`src/rtl/spi_src_arbiter.sv`:
```
`default_nettype none
// ============================================================================
// Module   : spi_src_arbiter
// Brief    : Priority selector forwarding one of NUM_SRC SPI masters to one
//            slave port; switches only between frames, with an idle gap.
// Revision : 1.0 - initial release
// ============================================================================
module spi_src_arbiter #(
    parameter int          NUM_SRC     = 4,
    parameter int          SEL_W       = 2,
    parameter int          DEFAULT_SRC = 0,
    parameter logic [15:0] HOLD_MS     = 16'd100,
    parameter int          GAP_CYC     = 8,
    parameter logic        CPOL        = 1'b0
) (
    input  logic               CLK,
    input  logic               RST,
    input  logic               CLK_1kHz,
    input  logic [NUM_SRC-1:0] REQ,
    input  logic [NUM_SRC-1:0] CS_IN,
    input  logic [NUM_SRC-1:0] SCK_IN,
    input  logic [NUM_SRC-1:0] MOSI_IN,
    output logic               CS_OUT,
    output logic               CLK_OUT,
    output logic               MOSI_OUT,
    output logic [SEL_W-1:0]   ACT_SRC,
    output logic               BLANK,
    output logic               SWITCH_P
);

    localparam int                 c_GAP_W    = (GAP_CYC > 1) ? $clog2(GAP_CYC) : 1;
    localparam logic [c_GAP_W-1:0] c_GAP_LAST = c_GAP_W'(GAP_CYC - 1);
    localparam logic [SEL_W-1:0]   c_DEF_SRC  = SEL_W'(DEFAULT_SRC);

    typedef enum logic [0:0] {
        S_CONNECT = 1'b0,
        S_BLANK   = 1'b1
    } state_t;

    state_t             r_state;
    state_t             w_state_nxt;
    logic [SEL_W-1:0]   r_act;
    logic [SEL_W-1:0]   w_act_nxt;
    logic [SEL_W-1:0]   w_winner;
    logic               r_k1;
    logic               r_k2;
    logic               w_tick;
    logic [15:0]        r_hold_cnt;
    logic [c_GAP_W-1:0] r_gap_cnt;
    logic               w_req_act;
    logic               w_hold_exp;
    logic               w_want;
    logic               w_gap_last;
    logic               r_cs;
    logic               r_sck;
    logic               r_mosi;
    logic               r_switch_p;

    assign w_tick     = r_k1 & ~r_k2;
    assign w_req_act  = REQ[r_act];
    assign w_gap_last = (r_gap_cnt == c_GAP_LAST);
    assign w_hold_exp = (r_hold_cnt >= HOLD_MS) || (!w_req_act && (HOLD_MS == 16'd0));

    // Lowest requesting index wins; the default source is picked when nobody asks.
    always_comb begin
        w_winner = c_DEF_SRC;
        for (int i = NUM_SRC - 1; i >= 0; i--) begin
            if (REQ[i]) begin
                w_winner = SEL_W'(i);
            end
        end
    end

    assign w_want = (w_winner != r_act) &&
                    ((REQ[w_winner] && (w_winner < r_act)) || w_hold_exp);

    always_comb begin
        w_state_nxt = r_state;
        w_act_nxt   = r_act;
        case (r_state)
            S_CONNECT: begin
                if (w_want && CS_IN[r_act]) begin
                    w_state_nxt = S_BLANK;
                end
            end
            S_BLANK: begin
                if (w_gap_last) begin
                    w_state_nxt = S_CONNECT;
                    w_act_nxt   = w_winner;
                end
            end
            default: w_state_nxt = S_CONNECT;
        endcase
    end

    always_ff @(posedge CLK) begin
        if (RST) begin
            r_state <= S_CONNECT;
            r_act   <= c_DEF_SRC;
        end else begin
            r_state <= w_state_nxt;
            r_act   <= w_act_nxt;
        end
    end

    always_ff @(posedge CLK) begin
        if (RST) begin
            r_k1       <= 1'b0;
            r_k2       <= 1'b0;
            r_gap_cnt  <= '0;
            r_hold_cnt <= '0;
            r_cs       <= 1'b1;
            r_sck      <= CPOL;
            r_mosi     <= 1'b0;
            r_switch_p <= 1'b0;
        end else begin
            r_k1       <= CLK_1kHz;
            r_k2       <= r_k1;
            r_switch_p <= (r_state == S_BLANK) && w_gap_last && (w_winner != r_act);

            if ((r_state == S_BLANK) && !w_gap_last) begin
                r_gap_cnt <= r_gap_cnt + c_GAP_W'(1);
            end else begin
                r_gap_cnt <= '0;
            end

            // A request on the active source beats a coincident tick.
            if (((r_state == S_BLANK) && w_gap_last) || w_req_act) begin
                r_hold_cnt <= '0;
            end else if (w_tick && (r_hold_cnt < HOLD_MS)) begin
                r_hold_cnt <= r_hold_cnt + 16'd1;
            end

            // Idle levels are loaded on the edge entering the gap so the slave
            // sees BLANK and an idle bus in the same cycle.
            if (w_state_nxt == S_BLANK) begin
                r_cs   <= 1'b1;
                r_sck  <= CPOL;
                r_mosi <= 1'b0;
            end else begin
                r_cs   <= CS_IN[w_act_nxt];
                r_sck  <= SCK_IN[w_act_nxt];
                r_mosi <= MOSI_IN[w_act_nxt];
            end
        end
    end

    assign CS_OUT   = r_cs;
    assign CLK_OUT  = r_sck;
    assign MOSI_OUT = r_mosi;
    assign ACT_SRC  = r_act;
    assign BLANK    = (r_state == S_BLANK);
    assign SWITCH_P = r_switch_p;

endmodule
`default_nettype wire

```
`config.mk`:
```
export PLATFORM = sky130hd
export DESIGN_NAME = spi_src_arbiter
export DESIGN_NICKNAME = d
export VERILOG_FILES = /design/src/rtl/spi_src_arbiter.sv
export SDC_FILE = /design/constraint.sdc
export NUM_CORES = 1
export LEC_CHECK = 0
export CORE_UTILIZATION = 25
export CTS_CLUSTER_DIAMETER = 100
export DETAILED_ROUTE_END_ITERATION = 6
export PLACE_DENSITY = 0.49
export SLEW_MARGIN = 10
export SYNTH_ARGS = -nofsm -noshare
export SYNTH_HDL_FRONTEND = slang
export SYNTH_SLANG_ARGS = --single-unit
```
`constraint.sdc`:
```
create_clock -name CLK -period 2.3 [get_ports CLK]
set_clock_uncertainty 0.15 [all_clocks]
set_input_delay 0.23 -clock CLK [delete_from_list [all_inputs] [get_ports CLK]]
set_output_delay 0.23 -clock CLK [all_outputs]
set_load 0.02 [all_outputs]
```
; ---- Word level (Yosys, flattened, before mapping)
; Index checks and enable logic that the tools add are counted.
[classes]
addsub = 2
n_bitwise = 4
n_eq_ne = 2
order_cmp = 6
reduce_logical = 13
n_mux = 21
[op_table]
columns = cell, count
row1 = "adder 16 x 1 -> 16 bit, second input constant", 1
row2 = "greater-or-equal comparator 16 x 7 -> 1 bit, second input constant", 1
row3 = "< comparator 16 x 7 -> 1 bit, second input constant", 1
row4 = binary-select mux 1 bit (select 2 bit), 6
row5 = two-way mux 2 bit, 6
row6 = "< comparator 2 x 3 -> 1 bit, second input constant", 3
row7 = two-way mux 1 bit, 8
row8 = logical AND 1 bit, 7
row9 = OR reduction 2 bit, 3
row10 = "adder 3 x 1 -> 3 bit, second input constant", 1
row11 = "== test 3 bit, second input constant", 1
row12 = inverter 1 bit, 3
row13 = logical OR 1 bit, 2
row14 = < comparator 2 bit, 1
row15 = inequality test 2 bit, 1
row16 = case mux 1 bit (2 select lines), 1
row17 = AND 1 bit, 1
row18 = logical NOT 1 bit, 1
[word_totals]
input_bits = 19
ff_bits = 28
word_cells = 58

; ---- Logic depth before layout (Yosys ltp)
; Gate-level depths: netlist of the first run.
[logic_depth]
word_depth = 13
ltp_mapped = 8
mapped_depth_nobuf = 8

; ---- Least setup slack after synthesis of the first run
; OpenSTA, ideal clock, no wires.
[synth_timing]
path_type = reg2reg
startpoint = register r_gap_cnt[0]
endpoint = register r_cs, in the netlist CS_OUT
period_less_slack_ns = 1.872
arrival_ns = 1.601
path_buffers = 0
slack_ns = 0.428
stages_incl_launch_ff = 8
cell_sequence = dfxtp_1 > ha_1 > ha_1 > and2_1 > a31oi_1 > o21ai_0 > a21oi_1 > o21bai_1
[synth_between]
elab_chain_cells = 5
[synth_lines]
columns = element, line_no
row1 = from (decl), 49  ; logic [c_GAP_W-1:0] r_gap_cnt;
row2 = from (signal assigned), 122  ; r_gap_cnt <= r_gap_cnt + c_GAP_W'(1);
row3 = == test 3 bit *, 61  ; assign w_gap_last = (r_gap_cnt == c_GAP_LAST);
row4 = two-way mux 2 bit, 87  ; if (w_gap_last) begin
row5 = two-way mux 2 bit, 80  ; case (r_state)
row6 = binary-select mux 1 bit (select 2 bit), 141  ; r_cs <= CS_IN[w_act_nxt];
row7 = two-way mux 1 bit (not written as such), 141
row8 = to (signal assigned), 141
row9 = to (decl), 54  ; logic r_cs;
; Every way passes the cells marked *; elsewhere a longest branch is shown, timed or not. The select of a mux whose other input is x is not followed.
; A chain may end at the register's enable or synchronous reset.

; ---- Final worst setup path of the first run
[layout_timing]
startpoint = input port REQ[2]
endpoint = register r_cs, in the netlist CS_OUT
[layout_between]
elab_chain_cells = 12
[layout_lines]
columns = element, line_no
row1 = from (decl), 19  ; input logic [NUM_SRC-1:0] REQ,
row2 = two-way mux 2 bit (3 in series), 68  ; if (REQ[i]) begin
row3 = binary-select mux 1 bit (select 2 bit), 75  ; ((REQ[w_winner] && (w_winner < r_act)) || w_hold_exp);
row4 = two-way mux 1 bit (not written as such), 75
row5 = logical AND 1 bit, 75
row6 = logical OR 1 bit, 75
row7 = logical AND 1 bit, 74  ; assign w_want = (w_winner != r_act) &&
row8 = logical AND 1 bit, 82  ; if (w_want && CS_IN[r_act]) begin
row9 = two-way mux 1 bit, 82
row10 = case mux 1 bit (2 select lines), 80
row11 = OR reduction 2 bit (no line), --
; Several ways; a longest one is shown, not always the timed one. The select of a mux whose other input is x is not followed.

==> results of run 1 <==
==> state kept, by name (all words and copies together) (netlist names) <==
signal / count
r_k1: 1
CLK_OUT: 1
ACT_SRC: 2
SWITCH_P: 1
MOSI_OUT: 1
r_gap_cnt: 3
BLANK: 1
r_hold_cnt: 16
r_k2: 1
CS_OUT: 1
==> critical path: cells and delay by family <==
kind                       cells  cell delay (ns)
adders and majority gates      1             0.28
and+or+nand+nor                2             0.22
buffers and inverters          1             0.51
AOI/OAI and AO/OA              4             0.92
==> final timing paths <==
| kind | from | endpoint | slack, ns | depth (start not counted) |
|---|---|---|---|---|
| worst min-delay path | r_gap_cnt[0] | r_gap_cnt[0] | 0.28 | 1 |
| worst max register to register | r_gap_cnt[0] | CLK_OUT | 0.27 | 7 |
| worst max-delay path | REQ[2] | CS_OUT | 0.19 | 8 |
| worst min register to register | r_gap_cnt[0] | r_gap_cnt[0] | 0.28 | 1 |
==> placed cells by master (no fill, tap or decap), types with 2 or more instances in the layout <==
cell type	instances
sky130_fd_sc_hd__nor2b_1	4
sky130_fd_sc_hd__nand3_1	2
sky130_fd_sc_hd__mux2i_1	3
sky130_fd_sc_hd__clkdlybuf4s50_1	25
sky130_fd_sc_hd__nor4_4	2
sky130_fd_sc_hd__a31oi_1	3
sky130_fd_sc_hd__nor3_1	6
sky130_fd_sc_hd__and2_1	13
sky130_fd_sc_hd__nor2_1	15
sky130_fd_sc_hd__inv_1	7
sky130_fd_sc_hd__nand2_1	8
sky130_fd_sc_hd__o21ai_0	2
sky130_fd_sc_hd__a21oi_1	7
sky130_fd_sc_hd__dfxtp_1	28
sky130_fd_sc_hd__ha_1	6
sky130_fd_sc_hd__buf_4	5
sky130_fd_sc_hd__clkbuf_8	3
sky130_fd_sc_hd__a211oi_1	2
sky130_fd_sc_hd__a221oi_1	3
sky130_fd_sc_hd__xnor2_1	5
==> routing by layer <==
metal,part of all wire [%],GRT usage [%],up-vias
met2,50,19.05,9
met5,0,0,-
li1,-,-,562
met1,46,13.43,484
met4,0.66,3.498,0
met3,2.8,2.910,2
==> layout make-up <==
class	instances	area, µm²
clock buffer	3	41.29
clock inverter	1	30.03
fill	557	3354
inverter	7	26.28
multi-input combinational	102	752.0
sequential	28	560.5
tap	70	87.58
timing repair buffer	30	287.8
==> power groups by stage <==
stage                     clock network [mW]  logic [mW]  registers, mW
after floorplan                            0      0.0406          0.513
after global placement                     0       0.103          0.508
after detailed placement                   0       0.104          0.508
after CTS                              0.398       0.104          0.497
after global routing                   0.419       0.112          0.498
final                                  0.381       0.103          0.497
==> stage by stage <==
| step | setup slack (ns) | TNS, ns | total power, mW | area [µm²] | std cells |
|---|---|---|---|---|---|
| floorplan | 0.4277 | 0 | 0.5540 | 1350 | 138 |
| global placement | 0.04794 | 0 | 0.6115 | 1714 | 237 |
| detailed placement | -0.05382 | -0.1481 | 0.6116 | 1714 | 237 |
| CTS | 0.2223 | 0 | 0.9990 | 1785 | 241 |
| global route | 0.1056 | 0 | 1.029 | 1785 | 241 |
| finish | 0.1945 | 0 | 0.9806 | 1785 | 241 |
==> synthesized netlist by cell type (all sizes together), types with 2 or more instances <==
master / n / share of area, %
nor3: 6 / 2.2
a31oi: 3 / 1.4
nand3: 2 / 0.74
a221oi: 3 / 1.9
inv: 7 / 1.9
nand2: 9 / 2.7
xnor2: 5 / 3.2
nor2: 16 / 4.6
ha: 6 / 5.6
nor2b: 4 / 1.9
nor4: 2 / 3.2
o21ai: 4 / 1.8
a21oi: 7 / 2.6
dfxtp: 28 / 42
mux2i: 3 / 2.2
and2: 13 / 6.0
a211oi: 2 / 1.1
==> kinds of logic (layout without fill, tap and decap cells) <==
| kind of cell | Yosys count | count (layout) |
|---|---|---|
| simple gates | 58 | 58 |
| compound gates | 28 | 28 |
| flops | 28 | 28 |
| buf+inv | 8 | 41 |
| fa+ha+maj | 6 | 6 |
| xor+xnor | 5 | 5 |
| mux | 5 | 5 |
==> impl.org, run 1 <==
** Clock network
- Clock latency on the worst-skew pair :: 0.27 ns
- Count of instances resized after the clock tree is built :: 0
- H-tree lvl count :: 1
- CTS tree :: built
- Count of buffers added by post-CTS timing repair for setup :: 0
- Clock tree synthesis found a total of 28 sinks.
- Buffers inserted during clock tree synthesis total 3.
- The clock passes through at most 2 buffers.
- After clock tree synthesis, the clock-pin slew on the worst setup and hold paths is 0.09 ns.
- CTS Hold Bufs :: 0
- CTS root buffer :: sky130_fd_sc_hd__clkbuf_8

** Global route
- The initial antenna violation count is 0.
- Entering global routing, the biggest net connects 17 pins.
- Number of global-route vias before repair :: 1054
- First-pass GRT wire length :: 4.664 mm
- Remaining global-route overflow :: 0
- Global routing used 11.04% of the available tracks.

** Power and ir drop
- The clock network is responsible for 38.9% of the overall power.
- For this design the total switching power over the nets is 197.3 µW.
- The internal portion of the total power is 783.4 µW.
- Per report_power, the combinational group accounts for 10.5% of the total.
- Of the total power, the share spent switching nets is 20.12%.
- The share of total power dissipated in sequential elements is 50.7%.
- Highest ir drop seen on vdd :: 0.3399 mV
- P_leak :: 0.6564 nW
- Power density normalized to cell area :: 549.2 nW/µm²

** Place
- Placer Congestion :: 0.8480
- Input and output buffers added on the ports amount to 25.
- Summed over all nets, the half-perimeter wirelength after detailed placement is 2.274 mm.

** Run
- Across the run, the number of max-cap violations was 0.

** Timing
- Setup repair after global routing left no endpoint under its margin.
- The final count of pins violating max slew is 0.
- Worst-margin pin slew :: 0.4579 ns
- The worst path uses 91.54% of the clock period.
- Rel. slew slack :: 69.47%
- Setup violations remaining at the end of the flow were counted as 0.
- Hold timing on the final database bottoms out at a slack of 0.2849 ns.
- Timing would allow up to 475.0 MHz.
- Final worst path period need :: 2.105 ns
- The final count of hold timing violations is 0.

** Yosys
- Share of cell area taken by muxes after synthesis :: 5.005%
- Post-synthesis compound-gate area fraction :: 16.13%
- Synth Flop Type :: sky130_fd_sc_hd__dfxtp_1
- Synthesized-area fraction occupied by xor and xnor cells :: 3.244%
- The share of the Yosys chip area taken by registers is 41.52%.
- Arithmetic-cell share of the synthesized area counting full adders, half adders and majority gates :: 5.561%
- Area fraction in and, or, nand and nor cells after synthesis :: 25.76%
- Number of instances in the synthesized netlist :: 138
- Number of distinct standard cells referenced by the synthesized netlist :: 39
- Yosys printed 0 warnings.
- Share of async-settable or async-resettable flops after synthesis :: 0%
- When the netlist entered floorplanning its net count stood at 163.
- Each instance of the synthesized netlist takes up on average 9.783 µm².
- Register bit total from synthesis :: 28
- Count of flip-flops with a built-in enable after synthesis :: 0
- After synthesis, the largest family of logic cells by area is simple AND/OR/NAND/NOR gates.
- Synthesized area :: 1350 µm²

** Run status
- The run finished with clean final reports.

** Die
- During I/O placement, the number of pins put on the boundary was 26.
- The die is 75.49 µm wide.
- Core footprint :: 5140 µm²
- DIE AREA :: 5698 µm²
- The floorplan has 26 rows.
- For this configuration, the core starts out at a cell density of 26.27%.
- The die is 75.49 µm tall.

** Worst setup path
- Worst Setup End Kind :: flip-flop
- Slowest cell on crit path :: sky130_fd_sc_hd__clkdlybuf4s50_1
- Required time of the critical path :: 2.36 ns
- The worst setup path is launched from an input pin.
- Data on the critical path arrives at its endpoint at 2.16 ns.
- The worst setup path is of the in -> reg kind.
- In this run the worst path has a maximum fanout of 4.
- Cells along the critical path :: clkdlybuf4s50_1 > nor2_1 > nor3_1 > ha_1 > a221oi_1 > a41oi_1 > a31oi_1 > o21bai_1
- Crit path largest cell delay :: 0.51 ns

** Cells and area
- Fraction of layout cells with a size suffix above 1 :: 11.11%
- The net count of the finished layout is 197.
- The repair_antennas step left the layout with diodes totalling 0.
- Area growth, synth to finish :: 32.25%
- Finished Core Util :: 34.74%

** Routing
- Summed over all layers, the routed wires come to 2.881 mm.
- The first detailed-routing pass ran for 4 iterations.
- The first routing iteration left 53 violations.
- Number of nets with antenna violations after detailed routing :: 0
- Drc violations :: 0
- Via Count :: 1057
- Using the TritonRoute via totals, the vias-per-cell ratio works out to 4.386.
- Dividing the detail-routed wire length by the instance count gives 11.95 µm.

** Hold path
- In this run the worst hold path is classified as reg -> reg.
Power figures use the tool's default switching activity.
==> inputs of run 2 (changes only) <==
--- a/config.mk
+++ b/config.mk
@@ -8,6 +8,7 @@
 export CORE_UTILIZATION = 25
 export CTS_CLUSTER_DIAMETER = 100
 export DETAILED_ROUTE_END_ITERATION = 6
+export GPL_TIMING_DRIVEN = 0
 export PLACE_DENSITY = 0.49
 export SLEW_MARGIN = 10
 export SYNTH_ARGS = -nofsm -noshare
==> impl.org, run 2 (synthesis gave the netlist of run 1 again) <==
** Routing
- The remaining design rule violation count is 0 (unchanged).
- The number of iterations in the first detailed-routing pass is 4 (unchanged).
- Routed length per instance :: 12.24 µm (+2.4%)
- Total Wirelength :: 2.901 mm (+0.69%)
- The post-detailed-route via-to-cell ratio was 4.477 (+2.1%).
- Starting DRT DRC Count :: 60 (+13%)
- The post-detailed-route count of antenna-violating nets came to 0 (unchanged).
- Via Count :: 1061 (+0.38%)

** Cells and area
- In the layout the commonest cells are 28 x sky130_fd_sc_hd__dfxtp_1, 25 x sky130_fd_sc_hd__clkdlybuf4s50_1, 15 x sky130_fd_sc_hd__nor2_1, 13 x sky130_fd_sc_hd__and2_1, 8 x sky130_fd_sc_hd__nand2_1.
- Finished Core Util :: 34.59% (-0.15 points)
- Compared with the post-synthesis result, the final layout area differs by 31.70%.
- The number of nets in the final layout was 193 (-2.0%).
- The number of diodes added for antenna fixing was 0 (unchanged).
- The filler cell count in the final layout was 553 (-0.72%).
- Flip-flop count of the largest register, all copies and words added :: 16 (unchanged)
- Most frequent standard cell in the layout excluding fill and tap cells :: sky130_fd_sc_hd__dfxtp_1
- Fraction of layout cells with a size suffix above 1 :: 10.78% (-0.33 points)
- More flip-flops sit in one register than any other, and that register is r_hold_cnt.

** Worst setup path
- Crit. Startpoint :: REQ[2]
- Arrival time of data at the critical path endpoint :: 2.27 ns (+0.11 ns)
- Last element of the critical path :: CS_OUT
- Kind of launch point of the worst setup path :: input pin
- Worst Setup End Kind :: flip-flop
- The setup path with the least slack is of type in -> reg.
- Required time of the critical path :: 2.36 ns (about the same)
- Length in cells of the worst reg-to-reg path :: 6 (-1)
- Biggest fanout along the worst timing path :: 4 (unchanged)
- FF-to-FF Start :: ACT_SRC[1]
- The reg2reg setup slack is 0.24 ns (-0.03 ns).
- The worst register-to-register path ends at CS_OUT.

** Die
- The count of pins on the block boundary is 26 (unchanged).
- Core footprint :: 5140 µm² (unchanged)
- Placement Rows :: 26 (unchanged)
- Initial Util :: 26.27% (unchanged)
- Die H :: 75.49 µm (unchanged)
- The horizontal die dimension was 75.49 µm (unchanged).
- DIE AREA :: 5698 µm² (unchanged)

** Clock network
- CTS root buffer :: sky130_fd_sc_hd__clkbuf_8
- H-tree lvl count :: 1 (unchanged)
- The clock edge transition at the registers on the reported setup and hold paths was 0.09 ns (about the same).
- Worst-case clock buffer depth :: 2 (unchanged)
- CTS Hold Bufs :: 0 (unchanged)
- Clock latency on the worst-skew pair :: 0.28 ns (about the same)
- TritonCTS built the clock tree.
- The number of clock sinks came to 28 (unchanged).
- Num CTS Buffers :: 3 (unchanged)
- The number of post-CTS setup repair buffers came to 0 (unchanged).

** Timing
- The final count of hold timing violations was 0 (unchanged).
- The share of the clock period used by the worst path is 96.00% (+4.5 points).
- The worst hold-check slack came to 0.2864 ns (+0.001507 ns).
- Worst-margin pin slew :: 0.4396 ns (-0.01833 ns)
- Final worst path period need :: 2.208 ns (+0.1025 ns)
- Total Neg Setup Slack :: 0 ns (unchanged)
- Setup repair after global routing missed its margin :: false
- The worst max-slew margin expressed relative to the limit was 70.69% (+1.2 points).
- The peak clock frequency supported by timing is 452.9 MHz (-4.6%).
- Number of pins with negative max-slew slack in the final report :: 0 (unchanged)
- The total setup violations reported at the end of the flow is 0 (unchanged).

** Place
- The routability congestion estimate was 0.8090 (-4.6%).
- Post-detailed-placement half-perimeter wirelength :: 2.274 mm (about the same)
- Number of input and output port buffers inserted :: 25 (unchanged)

** Global route
- The total grt overflow was 0 (unchanged).
- Maximum number of pins on one net before global-route repair :: 17 (unchanged)
- Global-route usage over all layers :: 11.36% (+0.32 points)
- The via count of the first global-routing pass is 1070 (+1.5%).
- First-pass GRT wire length :: 4.809 mm (+3.1%)
- The initial antenna violation count was 0 (unchanged).

** Power and ir drop
- P_leak :: 0.6389 nW (-2.7%)
- Sequential share of power :: 50.3% (-0.4 points)
- Int Power :: 783.1 µW (about the same)
- The fraction of power spent switching nets was 20.67% (+0.55 points).
- The net load switching power was 204.0 µW (+3.4%).
- The share of total power in the clock network is 39.1% (+0.2 points).
- Logic gate share of total power :: 10.6% (about the same)
- Highest ir drop seen on vdd :: 0.3257 mV (-4.2%)
- Power density normalized to cell area :: 555.2 nW/µm² (+1.1%)

** Hold path
- Min-Delay Startpoint :: r_gap_cnt[0]
- Worst hold path class :: reg -> reg
- WHS Path Cells :: 1 (unchanged)

** Run status
- The run finished with clean final reports.

** Run
- The number of max-cap violations is 0 (unchanged).
## run 2: layout make-up
cell class                 count  area (µm²)  area share, %
timing repair buffer          25       250.2          14.07
clock buffer                   3       41.29          2.322
sequential                    28       560.5          31.53
inverter                       7       26.28          1.478
tap                           70       87.58          4.926
buffer                         1       11.26         0.6334
multi-input combinational    102       770.7          43.35
clock inverter                 1       30.03          1.689
## run 2: repair_timing
item | 4_1_cts | 5_1_grt
pin swaps | 0 | 1
endpoints found under the setup margin | 3 | 3
cloned | 0 | 0
resized for setup | 1 | 2
## run 2: critical path, cell delays in order
cell and delay (ns):
sky130_fd_sc_hd__clkdlybuf4s50_1 0.54, sky130_fd_sc_hd__nor2_1 0.10, sky130_fd_sc_hd__nor3_1 0.19, sky130_fd_sc_hd__ha_1 0.31, sky130_fd_sc_hd__a221oi_2 0.27, sky130_fd_sc_hd__a41oi_1 0.12, sky130_fd_sc_hd__a31oi_2 0.35, sky130_fd_sc_hd__o21bai_1 0.16
## run 2: how the worst min path moves through the flow
| stage | slack [ns] | end |
|---|---|---|
| 2_1_floorplan | 0.21 | r_k1 |
| 3_3_place_gp | 0.27 | r_gap_cnt[0] |
| 3_5_place_dp | 0.28 | r_gap_cnt[0] |
| 4_1_cts | 0.29 | r_gap_cnt[0] |
| 5_1_grt | 0.30 | r_gap_cnt[0] |
| 6_report | 0.29 | r_gap_cnt[0] |
## run 2: metrics by stage
stage	setup slack, ns	instance area, µm²	instances	power [mW]
finish	0.09204	1778	237	0.9871
floorplan	0.4277	1350	138	0.5540
global route	0.03590	1778	237	1.032
CTS	0.06992	1765	237	0.9990
detailed placement	-0.3134	1688	233	0.6098
global placement	-0.2655	1688	233	0.6086
## run 2: routing by layer
metal	share of wire, %	vias to the layer above	global-route usage (%)
met2	51	9	19.64
li1	-	551	-
met4	1.0	0	3.704
met1	46	497	13.61
met5	0	-	0
met3	2.3	4	3.175
## run 2: power by group through the flow
stage          Combinational [mW]  Clock [mW]  Sequential, mW
2_1_floorplan              0.0406           0           0.513
3_3_place_gp                0.101           0           0.508
3_5_place_dp                0.102           0           0.508
4_1_cts                     0.104       0.399           0.497
5_1_grt                     0.113       0.421           0.498
6_report                    0.105       0.386           0.496
==> inputs of run 3 (changes only) <==
==> constraint.sdc (replaced) <==
create_clock -name CLK -period 2.6 [get_ports CLK]
set_clock_uncertainty 0.15 [all_clocks]
set_input_delay 0.26 -clock CLK [delete_from_list [all_inputs] [get_ports CLK]]
set_output_delay 0.26 -clock CLK [all_outputs]
set_load 0.02 [all_outputs]
==> impl.org, run 3 (synthesis gave the netlist of run 1 again) <==
** Routing
- The post-detailed-route count of antenna-violating nets was 0 (unchanged).
- Drc violations :: 0 (unchanged)
- The routed length per placed instance was 12.27 µm (+0.24%).
- Starting DRT DRC Count :: 49 (-18%)
- Via Count :: 1059 (-0.19%)
- The post-detailed-route via-to-cell ratio is 4.468 (-0.19%).
- The total detailed-routing wirelength was 2.908 mm (+0.24%).
- First-pass DRT Iterations :: 4 (unchanged)

** Die
- The core area came to 5140 µm² (unchanged).
- DIE WIDTH :: 75.49 µm (unchanged)
- The die area came to 5698 µm² (unchanged).
- The count of pins on the block boundary was 26 (unchanged).
- Placement Rows :: 26 (unchanged)
- The die height was 75.49 µm (unchanged).
- Initial Util :: 26.27% (unchanged)

** Clock network
- The number of clock sinks is 28 (unchanged).
- CTS tree :: built
- The number of buffers inserted for hold repair after clock tree synthesis was 0 (unchanged).
- CTS root buffer :: sky130_fd_sc_hd__clkbuf_8
- Worst-case clock buffer depth :: 2 (unchanged)
- The number of levels the H-tree was split into is 1 (unchanged).
- Count of instances resized after the clock tree is built :: 0 (-1)
- Clock latency on the worst-skew pair :: 0.27 ns (about the same)
- Count of buffers added by post-CTS timing repair for setup :: 0 (unchanged)
- Num CTS Buffers :: 3 (unchanged)
- Clock transition at the registers of the reported paths :: 0.09 ns (about the same)

** Timing
- The total setup violations reported at the end of the flow is 0 (unchanged).
- Static timing analysis puts the maximum clock frequency at 420.5 MHz.
- Rel. slew slack :: 57.56% (-13 points)
- Setup repair after global routing missed its margin :: false
- The final worst-path setup slack came to 0.2220 ns (+0.1299 ns).
- Final cycle utilization of the critical path :: 91.46%
- The final count of pins violating max slew was 0 (unchanged).
- Total Neg Setup Slack :: 0 ns (unchanged)
- Worst-margin pin slew :: 0.6337 ns (+0.1941 ns)
- Final Hold Fails :: 0 (unchanged)
- Subtracting the final worst setup slack from the clock period gives 2.378 ns.

** Place
- The routability congestion estimate was 0.8090 (unchanged).
- The post-placement setup slack came to -0.04344 ns (+0.2700 ns).
- The count of buffers from port buffering came to 25 (unchanged).
- Post-detailed-placement half-perimeter wirelength :: 2.274 mm (unchanged)

** Global route
- The global-route total usage across every layer is 11.36% (unchanged).
- The via count of the first global-routing pass was 1069 (-0.093%).
- The wire length of the first global-routing pass was 4.802 mm (-0.15%).
- The total grt overflow was 0 (unchanged).
- Maximum number of pins on one net before global-route repair :: 17 (unchanged)
- The initial antenna violation count is 0 (unchanged).

** Power and ir drop
- The net load switching power came to 176.8 µW (-13%).
- The power density relative to cell area was 493.7 nW/µm² (-11%).
- The maximum ir drop on the vdd rail came to 0.2865 mV (-12%).
- Fraction of power spent switching nets :: 20.36% (-0.30 points)
- The combinational share of power was 10.4% (-0.2 points).
- Sequential share of power :: 50.6% (+0.3 points)
- The internal power was 691.6 µW (-12%).
- The standby leakage power was 0.6386 nW (about the same).
- The post-layout total power is 868.5 µW (-12%).
- Clock network power share :: 39.1% (about the same)

** Cells and area
- The fraction of layout cells with a size suffix above 1 came to 8.982% (-1.8 points).
- Most frequent standard cell in the layout excluding fill and tap cells :: sky130_fd_sc_hd__dfxtp_1
- The number of diodes added for antenna fixing came to 0 (unchanged).
- Leaving out fill and tap cells, the most frequent cells in the layout are 28 x sky130_fd_sc_hd__dfxtp_1, 25 x sky130_fd_sc_hd__clkdlybuf4s50_1, 15 x sky130_fd_sc_hd__nor2_1, 13 x sky130_fd_sc_hd__and2_1, 8 x sky130_fd_sc_hd__nand2_1.
- The number of nets in the final layout came to 193 (unchanged).
- Compared with the post-synthesis result, the final layout area differs by 30.31%.
- The number of flip-flops in the largest register came to 16 (unchanged).
- Register with the most flip-flops :: r_hold_cnt
- Final-layout fill cell count :: 555 (+0.36%)
- Area of the multi-input gates :: 752.0 µm² (-2.4%)
- Area taken by flip-flops and latches :: 560.5 µm² (unchanged)
- The share of the core filled with cells in the final layout is 34.23% (-0.37 points).

** Worst setup path
- Kind of launch point of the worst setup path :: input pin
- The largest driver fanout on the critical path is 4 (unchanged).
- The arrival time reported for the critical path endpoint was 2.44 ns (+0.17 ns).
- Critical setup path kind :: in -> reg
- Required time of the critical path :: 2.66 ns (+0.30 ns)
- STA classifies the critical path endpoint as a flip-flop.

** Run status
- Status :: complete, no violations

** Run
- The number of max-cap violations was 0 (unchanged).

** Hold path
- Worst hold path class :: reg -> reg
run 3: cell type report:
class	instances	area share (%)
repair buffers	25	14.22
plain buffers	1	0.6401
clock inverters	1	1.707
inverters	7	1.494
well taps	70	4.979
clock buffers	3	2.347
multi-input cells	102	42.75
flip-flops and latches	28	31.86
run 3: power by group through the flow:
| stage | combinational, mW | clock (mW) | sequential, mW |
|---|---|---|---|
| after floorplan | 0.0359 | 0 | 0.454 |
| after global placement | 0.0894 | 0 | 0.449 |
| after detailed placement | 0.0901 | 0 | 0.449 |
| after CTS | 0.0905 | 0.353 | 0.439 |
| after global routing | 0.0976 | 0.373 | 0.440 |
| final | 0.0901 | 0.339 | 0.439 |
run 3: path summary, 6_finish.rpt:
kind / from / endpoint / slack, ns / cells after the start
min reg2reg: r_gap_cnt[0] / r_gap_cnt[0] / 0.29 / 1
max reg2reg: r_gap_cnt[0] / CS_OUT / 0.39 / 7
min: r_gap_cnt[0] / r_gap_cnt[0] / 0.29 / 1
max: REQ[2] / CS_OUT / 0.22 / 8
run 3: per-stage QoR:
step	hold slack, ns	cell area, µm²	std cells
global placement	0.2700	1688	233
global route	0.3048	1759	237
CTS	0.2946	1759	237
finish	0.2873	1759	237
detailed placement	0.2807	1688	233
floorplan	0.2382	1350	138
run 3: per-layer routing:
metal | vias to the layer above | GRT usage, % | wire length [µm]
met5 | - | 0 | 0
met4 | 0 | 3.704 | 23
met3 | 2 | 3.175 | 70
met2 | 7 | 19.64 | 1483
met1 | 501 | 13.61 | 1330
li1 | 549 | - | -
run 3: worst max-delay path: stages:
cell and delay [ns]:
sky130_fd_sc_hd__clkdlybuf4s50_1 0.54, sky130_fd_sc_hd__nor2_1 0.09, sky130_fd_sc_hd__nor3_1 0.19, sky130_fd_sc_hd__ha_1 0.31
sky130_fd_sc_hd__a221oi_1 0.31, sky130_fd_sc_hd__a41oi_1 0.13, sky130_fd_sc_hd__a31oi_1 0.44, sky130_fd_sc_hd__o21bai_1 0.18
